**config.mk**
```make
export PLATFORM = sky130hd
export DESIGN_NAME = ram_arbiter
export DESIGN_NICKNAME = d
export VERILOG_FILES = /design/src/rtl/ram_arbiter_pkg.sv /design/src/rtl/rr_arb2.sv /design/src/rtl/ram_arbiter.sv
export SDC_FILE = /design/constraint.sdc
export NUM_CORES = 1
export LEC_CHECK = 0
export ABC_AREA = 1
export CAP_MARGIN = 20
export CORE_MARGIN = 4
export CORE_UTILIZATION = 37
export DETAILED_ROUTE_END_ITERATION = 8
export GPL_TIMING_DRIVEN = 0
export PLACE_DENSITY = 0.86
export REMOVE_ABC_BUFFERS = 1
export SYNTH_ARGS = -nofsm -noshare
export SYNTH_HDL_FRONTEND = slang
export SYNTH_SLANG_ARGS = --single-unit
```
**constraint.sdc**
```tcl
create_clock -name clk -period 3.8 [get_ports clk]
set_clock_uncertainty 0.15 [all_clocks]
set_input_delay 0.95 -clock clk [delete_from_list [all_inputs] [get_ports clk]]
set_output_delay 0.95 -clock clk [all_outputs]
set_load 0.01 [all_outputs]
```
**src/rtl/ram_arbiter_pkg.sv**
```systemverilog
// Shared bus widths, state encodings and types for the two-master RAM arbiter.
`ifndef RAM_ARBITER_DEFINES
`define RAM_ARBITER_DEFINES
`define RegBus      31:0
`define DataAddrBus 31:0
`define ArbIdle     2'b00
`define ArbBusy     2'b01
`define ArbDone     2'b10
`endif

package ram_arbiter_pkg;

  localparam int NUM_MASTERS = 2;

  typedef enum logic [1:0] {
    ARB_IDLE = `ArbIdle,
    ARB_BUSY = `ArbBusy,
    ARB_DONE = `ArbDone
  } arb_state_e;

  // One master's access request, captured when it wins arbitration.
  typedef struct packed {
    logic                we;
    logic [`DataAddrBus] addr;
    logic [3:0]          sel;
    logic [`RegBus]      wdata;
  } req_latch_t;

endpackage

```
**src/rtl/rr_arb2.sv**
```systemverilog
// Two-way winner selection: a lone requester wins; ties go to the master that
// did not own the RAM last, or always to master 0 in fixed-priority mode.
module rr_arb2 (
  input  logic [1:0] req,
  input  logic       last_owner,
  input  logic       fixed_pri,
  output logic       winner
);

  // Pick the winning master index from the current request pattern.
  always_comb begin
    winner = 1'b0;
    if (req == 2'b10) begin
      winner = 1'b1;
    end else if (req == 2'b11) begin
      winner = fixed_pri ? 1'b0 : ~last_owner;
    end
  end

endmodule

```
**src/rtl/ram_arbiter.sv**
```systemverilog
// Arbitrates two bus masters onto one single-port RAM. Each access takes three
// cycles: IDLE (arbitrate and latch), BUSY (drive the RAM), DONE (ack).
module ram_arbiter
  import ram_arbiter_pkg::*;
#(
  parameter int FIXED_PRIORITY = 0
) (
  input  logic                clk,
  input  logic                rst,
  input  logic                m0_req,
  input  logic                m0_we,
  input  logic [`DataAddrBus] m0_addr,
  input  logic [3:0]          m0_sel,
  input  logic [`RegBus]      m0_wdata,
  output logic                m0_gnt,
  output logic                m0_ack,
  output logic [`RegBus]      m0_rdata,
  input  logic                m1_req,
  input  logic                m1_we,
  input  logic [`DataAddrBus] m1_addr,
  input  logic [3:0]          m1_sel,
  input  logic [`RegBus]      m1_wdata,
  output logic                m1_gnt,
  output logic                m1_ack,
  output logic [`RegBus]      m1_rdata,
  output logic                ram_ce,
  output logic                ram_we,
  output logic [`DataAddrBus] ram_addr,
  output logic [3:0]          ram_sel,
  output logic [`RegBus]      ram_data_o,
  input  logic [`RegBus]      ram_data_i
);

  arb_state_e     state_q, state_d;
  logic           owner_q, owner_d;
  logic           last_owner_q, last_owner_d;
  req_latch_t     latch_q, latch_d;
  logic [`RegBus] rdata_q, rdata_d;

  logic           winner;
  logic           busy;
  logic           done;
  req_latch_t     m0_req_bus, m1_req_bus;

  logic [NUM_MASTERS-1:0] gnt_vec;
  logic [NUM_MASTERS-1:0] ack_vec;
  logic [`RegBus]         rdata_vec [NUM_MASTERS];

  assign m0_req_bus = '{we: m0_we, addr: m0_addr, sel: m0_sel, wdata: m0_wdata};
  assign m1_req_bus = '{we: m1_we, addr: m1_addr, sel: m1_sel, wdata: m1_wdata};

  rr_arb2 u_rr_arb2 (
    .req        ({m1_req, m0_req}),
    .last_owner (last_owner_q),
    .fixed_pri  (FIXED_PRIORITY != 0),
    .winner     (winner)
  );

  // State, ownership, request latch and read-data registers; reset aborts any access.
  always_ff @(posedge clk or posedge rst) begin
    if (rst) begin
      state_q      <= ARB_IDLE;
      owner_q      <= 1'b0;
      last_owner_q <= 1'b1;
      latch_q      <= '0;
      rdata_q      <= '0;
    end else begin
      state_q      <= state_d;
      owner_q      <= owner_d;
      last_owner_q <= last_owner_d;
      latch_q      <= latch_d;
      rdata_q      <= rdata_d;
    end
  end

  // Next-state: latch the winner in IDLE, capture read data leaving BUSY,
  // remember the owner for round-robin leaving DONE.
  always_comb begin
    state_d      = state_q;
    owner_d      = owner_q;
    last_owner_d = last_owner_q;
    latch_d      = latch_q;
    rdata_d      = rdata_q;
    case (state_q)
      ARB_IDLE: begin
        if (m0_req || m1_req) begin
          owner_d = winner;
          latch_d = winner ? m1_req_bus : m0_req_bus;
          state_d = ARB_BUSY;
        end
      end
      ARB_BUSY: begin
        rdata_d = latch_q.we ? '0 : ram_data_i;
        state_d = ARB_DONE;
      end
      ARB_DONE: begin
        last_owner_d = owner_q;
        state_d      = ARB_IDLE;
      end
      default: state_d = ARB_IDLE;
    endcase
  end

  assign busy = (state_q == ARB_BUSY);
  assign done = (state_q == ARB_DONE);

  // RAM port is only active during BUSY; otherwise everything is held at zero.
  assign ram_ce     = busy;
  assign ram_we     = busy & latch_q.we;
  assign ram_addr   = busy ? latch_q.addr  : '0;
  assign ram_sel    = busy ? latch_q.sel   : '0;
  assign ram_data_o = busy ? latch_q.wdata : '0;

  // Per-master grant, ack and read-data; only the owner ever sees non-zero values.
  generate
    for (genvar gi = 0; gi < NUM_MASTERS; gi++) begin : g_master
      assign gnt_vec[gi]   = (busy | done) & (owner_q == 1'(gi));
      assign ack_vec[gi]   = done & (owner_q == 1'(gi));
      assign rdata_vec[gi] = ack_vec[gi] ? rdata_q : '0;
    end
  endgenerate

  assign m0_gnt   = gnt_vec[0];
  assign m1_gnt   = gnt_vec[1];
  assign m0_ack   = ack_vec[0];
  assign m1_ack   = ack_vec[1];
  assign m0_rdata = rdata_vec[0];
  assign m1_rdata = rdata_vec[1];

endmodule
```
==> impl_metrics.sql, run 1 <==
INSERT INTO impl_metrics (metric_group, metric, value, unit) VALUES
('status', 'outcome', 'completed', ''),
('floorplan', 'row_count', '47', ''),
('power', 'net-switching-power', '2.48', 'mW'),
('route', 'drt_wl_total', '20400', 'um'),
('worst_setup_path', 'worst-endpoint-arrival', '2.44', 'ns'),
('clocking', 'cts_max_path_buffers', '2', ''),
('sta', 'final_hold_viol_count', '0', ''),
('sta', 'hold_ws', '0.330', 'ns'),
('worst_setup_path', 'worstPathCellList', 'inv_1, ha_1, nand2_2, nor2_1, clkdlybuf4s50_1', ''),
('final_layout', 'instances_no_fill', '1470', ''),
('flow_run', 'drv.max_cap_violation_count', '0', ''),
('synth', 'syn-mean-instance-area', '6.40', 'um^2'),
('place', 'place_congestion', '0.787', ''),
('power', 'power_frac_seq', '0.312', ''),
('sta', 'finalWorstPathRequiredPeriod', '3.54', 'ns'),
('floorplan', 'start_util', '0.377', ''),
('worst_setup_path', 'startpoint_type', 'flip-flop', ''),
('power', 'p_leak', '5.39', 'nW'),
('worst_setup_path', 'path_class', 'flip-flop to primary output', ''),
('route', 'drt_first_pass_iters', '5', ''),
('synth', 'synth.ff_latch_count', '105', ''),
('route', 'ant_nets', '0', ''),
('floorplan', 'floorplan.die_area', '19000', 'um^2'),
('power', 'netSwitchingFraction', '0.410', ''),
('place', 'placed_cells_incl_taps', '1453', ''),
('synth', 'synth_top_family_by_area', 'simple AND/OR/NAND/NOR gates', ''),
('route', 'wl_per_cell', '13.8', 'um'),
('worst_setup_path', 'ff2ff_setup_slack', '0.84', 'ns'),
('synth', 'synth_xor_area_frac', '0', ''),
('worst_setup_path', 'cpPeakStageDelay', '0.60', 'ns'),
('sta', 'fmax', '0.282', 'GHz'),
('sta', 'fin_crit_sh', '0.932', ''),
('power', 'power_frac_clock', '0.169', ''),
('clocking', 'clkSinkCount', '105', ''),
('clocking', 'cts_made_buffers', '9', ''),
('synth', 'synth.yosys.warnings', '0', ''),
('global_routing', 'grt_max_degree', '83', ''),
('sta', 'finalSetupTns', '0', 'ns'),
('worst_setup_path', 'largest_delay_share_family_worst_path', 'buffers and inverters', ''),
('worst_setup_path', 'worst-endpoint-required', '2.70', 'ns'),
('global_routing', 'globalRoute.totalOverflow', '0', ''),
('global_routing', 'grt_antenna_before_repair', '0', ''),
('power', 'ir_drop', '0.345', 'mV'),
('hold_path', 'timing.hold.worst.class', 'flip-flop to flip-flop', ''),
('synth', 'netlist_area', '6250', 'um^2'),
('sta', 'least_margin_pin_slew', '1.02', 'ns'),
('worst_setup_path', 'r2r-start', 'state_q[1]$_DFFE_PP0P_', ''),
('place', 'dp.final_hpwl', '15100', 'um'),
('floorplan', 'die-height', '138', 'um'),
('worst_setup_path', 'slowest_stage', 'sky130_fd_sc_hd__clkdlybuf4s50_1', ''),
('hold_path', 'min-delay-start', 'latch_q[54]$_DFFE_PP0P_', ''),
('clocking', 'cts.clk_slew.worst_paths', '0.07', 'ns'),
('floorplan', 'die_x', '138', 'um'),
('synth', 'synth.area.mux_share', '0', ''),
('global_routing', 'global_route_wire_length_before_repair', '31300', 'um'),
('synth', 'synth_seq_area_share', '0.421', ''),
('synth', 'synth-compound-area-share', '0.0280', ''),
('final_layout', 'post_route_cells_drive_above_1_share', '0.0272', ''),
('final_layout', 'final.fill_count', '1475', ''),
('synth', 'yosysUniqueCellTypes', '18', ''),
('synth', 'synthAdderAreaFrac', '0.00600', ''),
('synth', 'yosys.area_share.simple', '0.352', ''),
('sta', 'postLayoutSetupSlackWorst', '0.260', 'ns'),
('place', 'area_post_placement', '9520', 'um^2'),
('place', 'port_buffers', '311', ''),
('route', 'drt_first_iter_violations', '280', ''),
('synth', 'postSynthCellCount', '976', ''),
('final_layout', 'design.final.nets', '1422', ''),
('power', 'cellInternalPower', '3.58', 'mW'),
('worst_setup_path', 'worst-path-stages', '5', ''),
('worst_setup_path', 'critical_path.n_buffers_inverters', '2', '');
layout make-up:
class                      count  area (um^2)  area share
multi-input combinational    561         2440       0.247
sequential                   105         2630       0.266
clock inverter                 7          100      0.0101
timing repair buffer         318         3260       0.331
clock buffer                   9          225      0.0228
inverter                     250          941      0.0953
tap                          220          275      0.0279
cells in the mapped netlist, drive strengths merged:
library cell | instances | area, um^2
nand3 | 171 | 856
inv | 250 | 938
dfstp | 1 | 26.3
o21ai | 34 | 170
nor2 | 69 | 283
a21oi | 1 | 5.00
dfrtp | 104 | 2600
clkbuf | 28 | 105
nand2 | 283 | 1060
buf | 32 | 163
ha | 3 | 37.5
cell families after synthesis:
kind of cell | count (synthesis)
AND/OR/NAND/NOR | 523
buffers and inverters | 310
flip-flops | 105
AO/OA/AOI/OAI | 35
adder cells (fa/ha/maj) | 3
per-stage QoR:
stage               power (mW)  utilization
CTS                       6.09        0.594
global route              6.57        0.595
floorplan                 3.52            -
finish                    6.06        0.595
detailed placement        5.03        0.574
global placement          4.92        0.565
state kept, by name (all words and copies together) (netlist names):
signal        cells
owner_q           1
state_q           2
rdata_q          32
last_owner_q      1
latch_q          69
layer usage:
| layer | vias up | track usage | wire, um |
|---|---|---|---|
| li1 | 3382 | - | - |
| met1 | 3090 | 0.235 | 7510 |
| met2 | 302 | 0.358 | 9980 |
| met3 | 41 | 0.0679 | 2180 |
| met4 | 0 | 0.0933 | 686 |
| met5 | - | 0 | 0 |
tightest hold or removal path, stage by stage, from the launching register on:
cell	delay [ns]
sky130_fd_sc_hd__dfrtp_1	0.34
sky130_fd_sc_hd__nand2_1	0.06
sky130_fd_sc_hd__nand2_1	0.05
layout by cell type, fill, tap and decap left out, types with 2 or more instances in the layout:
cell                              count
sky130_fd_sc_hd__bufinv_16            2
sky130_fd_sc_hd__buf_12               5
sky130_fd_sc_hd__inv_1              248
sky130_fd_sc_hd__nand3_1            171
sky130_fd_sc_hd__nand2_1            279
sky130_fd_sc_hd__nand2_2              4
sky130_fd_sc_hd__o21ai_0             34
sky130_fd_sc_hd__nor2_1              67
sky130_fd_sc_hd__inv_6                2
sky130_fd_sc_hd__ha_1                 2
sky130_fd_sc_hd__clkdlybuf4s50_1    310
sky130_fd_sc_hd__clkbuf_16            9
sky130_fd_sc_hd__clkinv_4             2
sky130_fd_sc_hd__dfrtp_1            104
sky130_fd_sc_hd__buf_16               2
timing repair:
item                                    4_1_cts  5_1_grt
pin swaps                                     0        0
gates resized for setup                       1        1
endpoints found under the setup margin        1       26
setup buffers                                 0        1
hold buffers                                  0        0
power groups by stage:
stage	clock (mW)	combinational, mW	sequential, mW
after floorplan	0	1.68	1.84
after global placement	0	3.04	1.88
after detailed placement	0	3.12	1.91
after CTS	1.06	3.14	1.89
after global routing	1.10	3.52	1.95
final	1.02	3.14	1.89
worst max path at each step:
stage / slack [ns] / endpoint / startpoint
final: 0.26 / m1_rdata[15] / state_q[0]$_DFFE_PP0P_
after CTS: 0.08 / m0_rdata[11] / state_q[0]$_DFFE_PP0P_
after global placement: -2.08 / ram_ce / state_q[1]$_DFFE_PP0P_
after floorplan: -0.22 / ram_addr[0] / state_q[1]$_DFFE_PP0P_
after global routing: 0.12 / m1_rdata[15] / state_q[0]$_DFFE_PP0P_
after detailed placement: 0.17 / latch_q[15]$_DFFE_PP0P_ / m0_req
No activity file was read; power rests on OpenSTA's default activity.
==> run 2, diff against run 1 <==
--- a/config.mk
+++ b/config.mk
@@ -6,6 +6,7 @@
 export NUM_CORES = 1
 export LEC_CHECK = 0
 export ABC_AREA = 1
+export ABC_CLOCK_PERIOD_IN_PS = 3800
 export CAP_MARGIN = 20
 export CORE_MARGIN = 4
 export CORE_UTILIZATION = 37
==> constraint.sdc (replaced) <==
create_clock -name clk -period 3.8 [get_ports clk]
set_clock_uncertainty 0.15 [all_clocks]
set_input_delay 0.95 -clock clk [delete_from_list [all_inputs] [get_ports clk]]
set_output_delay 0.95 -clock clk [all_outputs]
set_load 0.02 [all_outputs]
==> results of run 2 <==
The final DEF is identical to that of run 1. Status: completed.
Among the figures that moved: setup slack after layout 0.260 ns -> 0.192 ns; total power 6.06 mW -> 6.33 mW; worst IR drop on VDD 0.345 mV -> 0.349 mV
==> run 3, diff against run 2 <==
--- a/config.mk
+++ b/config.mk
@@ -6,13 +6,13 @@
 export NUM_CORES = 1
 export LEC_CHECK = 0
 export ABC_AREA = 1
-export ABC_CLOCK_PERIOD_IN_PS = 3800
+export ABC_CLOCK_PERIOD_IN_PS = 3600
 export CAP_MARGIN = 20
 export CORE_MARGIN = 4
-export CORE_UTILIZATION = 37
+export CORE_UTILIZATION = 40
 export DETAILED_ROUTE_END_ITERATION = 8
 export GPL_TIMING_DRIVEN = 0
-export PLACE_DENSITY = 0.86
+export PLACE_DENSITY = 0.88
 export REMOVE_ABC_BUFFERS = 1
 export SYNTH_ARGS = -nofsm -noshare
 export SYNTH_HDL_FRONTEND = slang
==> constraint.sdc (replaced) <==
create_clock -name clk -period 3.6 [get_ports clk]
set_clock_uncertainty 0.15 [all_clocks]
set_input_delay 0.9 -clock clk [delete_from_list [all_inputs] [get_ports clk]]
set_output_delay 0.9 -clock clk [all_outputs]
set_load 0.02 [all_outputs]
==> impl_metrics.sql, run 3 (synthesis results as in run 1) <==
INSERT INTO impl_metrics (metric_group, metric, value, unit) VALUES
('worst_setup_path', 'worst-endpoint-arrival', '2.37', 'ns'),
('clocking', 'cts_made_buffers', '9', ''),
('route', 'ant_nets', '0', ''),
('clocking', 'worst_skew_pair.late_latency', '0.33', 'ns'),
('sta', 'finalSetupViolations', '0', ''),
('sta', 'final_hold_viol_count', '0', ''),
('global_routing', 'global_route_wire_length_before_repair', '31500', 'um'),
('place', 'dp.final_hpwl', '14800', 'um'),
('final_layout', 'post_route_cells_drive_above_1_share', '0.0272', ''),
('final_layout', 'layout_common_cells', 'sky130_fd_sc_hd__clkdlybuf4s50_1 (310), sky130_fd_sc_hd__nand2_1 (279), sky130_fd_sc_hd__inv_1 (248), sky130_fd_sc_hd__nand3_1 (171), sky130_fd_sc_hd__dfrtp_1 (104)', ''),
('worst_setup_path', 'critical_path.n_buffers_inverters', '2', ''),
('place', 'placed_cells_incl_taps', '1444', ''),
('sta', 'least_margin_pin_slew', '0.992', 'ns'),
('worst_setup_path', 'startpoint_type', 'flip-flop', ''),
('clocking', 'cts_hold_repair.buffers', '0', ''),
('worst_setup_path', 'worst-path-stages', '5', ''),
('power', 'power_frac_comb', '0.536', ''),
('power', 'power_frac_seq', '0.296', ''),
('final_layout', 'layout_commonest_cell', 'sky130_fd_sc_hd__clkdlybuf4s50_1', ''),
('route', 'drt_first_pass_iters', '5', ''),
('power', 'ir_drop', '0.363', 'mV'),
('clocking', 'clkSinkCount', '105', ''),
('sta', 'unrepaired_setup_endpoints_after_global_routing', 'false', ''),
('final_layout', 'max_flop_register', 'latch_q', ''),
('worst_setup_path', 'largest_delay_share_family_worst_path', 'buffers and inverters', ''),
('global_routing', 'grt_antenna_before_repair', '0', ''),
('place', 'port_buffers', '311', ''),
('worst_setup_path', 'cpPeakStageDelay', '0.65', 'ns'),
('sta', 'report.final.slew_viol_count', '0', ''),
('final_layout', 'reg.largest.list', 'latch_q x69, rdata_q x32, state_q x2', ''),
('clocking', 'cts.clk_slew.worst_paths', '0.07', 'ns'),
('floorplan', 'die_x', '133', 'um'),
('worst_setup_path', 'critical_path.max_fanout', '33', ''),
('sta', 'postLayoutSetupSlackWorst', '0.175', 'ns'),
('floorplan', 'io-pin-count', '312', ''),
('worst_setup_path', 'worst-endpoint-required', '2.55', 'ns'),
('clocking', 'cts_tree', 'done', ''),
('global_routing', 'first_global_vias', '6319', ''),
('power', 'cellInternalPower', '3.88', 'mW'),
('route', 'drt_first_iter_violations', '375', ''),
('worst_setup_path', 'slowest_stage', 'sky130_fd_sc_hd__clkdlybuf4s50_1', ''),
('route', 'drt_wl_total', '19800', 'um'),
('route', 'route.detailed.vias_per_inst', '4.64', ''),
('worst_setup_path', 'path_class', 'flip-flop to primary output', ''),
('final_layout', 'design.final.nets', '1423', ''),
('global_routing', 'grt_max_degree', '72', ''),
('global_routing', 'globalRoute.totalOverflow', '0', ''),
('worst_setup_path', 'worstPathCellList', 'inv_1, ha_1, nand2_2, nor2_1, clkdlybuf4s50_1', ''),
('clocking', 'cts_max_level', '3', ''),
('route', 'drc', '0', ''),
('worst_setup_path', 'endpoint_of_the_lowest_slack_register_to_register_path', 'latch_q[13]$_DFFE_PP0P_', ''),
('sta', 'finalWorstPathRequiredPeriod', '3.42', 'ns'),
('final_layout', 'n_antenna_cell', '0', ''),
('place', 'dp_worst_setup_slack', '-0.0292', 'ns'),
('power', 'net-switching-power', '2.87', 'mW'),
('worst_setup_path', 'r2r-start', 'state_q[1]$_DFFE_PP0P_', ''),
('hold_path', 'timing.hold.worst.class', 'flip-flop to flip-flop', ''),
('worst_setup_path', 'ff2ff_path_depth', '8', ''),
('final_layout', 'synthToLayoutAreaGrowth', '58.4', '%'),
('sta', 'fmax', '0.292', 'GHz'),
('floorplan', 'floorplan.die_area', '17700', 'um^2'),
('clocking', 'clk_root_buffer_cell', 'sky130_fd_sc_hd__clkbuf_16', ''),
('place', 'place_congestion', '0.820', ''),
('global_routing', 'grtUsageTotal', '0.217', ''),
('clocking', 'cts_max_path_buffers', '2', ''),
('flow_run', 'drv.max_cap_violation_count', '0', ''),
('final_layout', 'largest_register_ffs', '69', ''),
('route', 'wl_per_cell', '13.5', 'um'),
('sta', 'fin_crit_sh', '0.951', ''),
('worst_setup_path', 'critPathCapture', 'm0_rdata[22]', ''),
('place', 'area_post_placement', '9510', 'um^2'),
('worst_setup_path', 'startpoint', 'state_q[0]$_DFFE_PP0P_', ''),
('worst_setup_path', 'ff2ff_setup_slack', '0.67', 'ns'),
('route', 'vias', '6781', ''),
('sta', 'slew_headroom', '0.338', ''),
('power', 'cellPowerDensity', '682', 'nW/um^2'),
('status', 'outcome', 'completed', ''),
('power', 'netSwitchingFraction', '0.425', ''),
('final_layout', 'postLayoutCellArea', '9900', 'um^2'),
('floorplan', 'core_area', '15300', 'um^2'),
('floorplan', 'die-height', '133', 'um'),
('floorplan', 'start_util', '0.410', ''),
('final_layout', 'instances_no_fill', '1462', ''),
('sta', 'hold_ws', '0.330', 'ns'),
('power', 'total_power', '6.75', 'mW'),
('power', 'p_leak', '5.40', 'nW'),
('floorplan', 'row_count', '45', ''),
('power', 'power_frac_clock', '0.167', ''),
('worst_setup_path', 'setup_crit_end_kind', 'primary output', '');
run 3: cell count changes in the layout (fill, tap and decap cells not counted), sizes merged:
cell,change
clkinvlp,+1
clkinv,-2
inv,-2
bufinv,+1
clkbuf,+2
buf,+1
run 3: what timing repair did:
item	CTS	global route
buffers inserted	1	1
hold endpoints to repair	0	0
setup endpoints to repair	49	4
pin swaps	1	1
gates resized for setup	2	0
run 3: worst min-delay path by stage:
stage,from,to,slack [ns],depth (start not counted)
after global routing,latch_q[23]$_DFFE_PP0P_,latch_q[23]$_DFFE_PP0P_,0.36,2
after detailed placement,latch_q[47]$_DFFE_PP0P_,latch_q[47]$_DFFE_PP0P_,0.32,2
after floorplan,latch_q[0]$_DFFE_PP0P_,latch_q[0]$_DFFE_PP0P_,0.30,2
after CTS,latch_q[47]$_DFFE_PP0P_,latch_q[47]$_DFFE_PP0P_,0.33,2
after global placement,latch_q[27]$_DFFE_PP0P_,latch_q[27]$_DFFE_PP0P_,0.31,2
final,latch_q[47]$_DFFE_PP0P_,latch_q[47]$_DFFE_PP0P_,0.33,2
run 3: area by class of cell:
cell class,instances,area [um^2]
fill,1306,5360
clock inverter,5,103
tap,211,264
sequential,105,2630
inverter,250,941
clock buffer,11,243
timing repair buffer,319,3290
multi-input combinational,561,2440
run 3: power groups by stage:
stage | clock [mW] | sequential (mW) | combinational [mW]
2_1_floorplan | 0 | 1.95 | 2.05
3_3_place_gp | 0 | 1.98 | 3.46
3_5_place_dp | 0 | 2.02 | 3.57
4_1_cts | 1.16 | 2.00 | 3.63
5_1_grt | 1.20 | 2.06 | 3.99
6_report | 1.13 | 2.00 | 3.62
run 3: through the flow:
step,util,setup TNS (ns)
floorplan,-,-56.48
finish,0.649,0
CTS,0.648,0
global placement,0.613,-503.18
global route,0.649,0
detailed placement,0.623,-0.303
run 3: routing by layer:
| layer | part of all wire | vias to the layer above | GRT usage |
|---|---|---|---|
| li1 | - | 3376 | - |
| met3 | 0.097 | 30 | 0.0688 |
| met5 | 0 | - | 0 |
| met1 | 0.38 | 3093 | 0.252 |
| met4 | 0.022 | 0 | 0.0722 |
| met2 | 0.50 | 282 | 0.378 |
run 3: worst reg2reg max path, stage by stage, from the launching register on:
cell	delay, ns
sky130_fd_sc_hd__dfrtp_1	0.39
sky130_fd_sc_hd__inv_1	0.14
sky130_fd_sc_hd__ha_1	0.22
sky130_fd_sc_hd__inv_1	0.12
sky130_fd_sc_hd__nor2_8	0.78
sky130_fd_sc_hd__inv_2	0.54
sky130_fd_sc_hd__buf_12	0.32
sky130_fd_sc_hd__nand2_1	0.09
sky130_fd_sc_hd__nand2_1	0.06
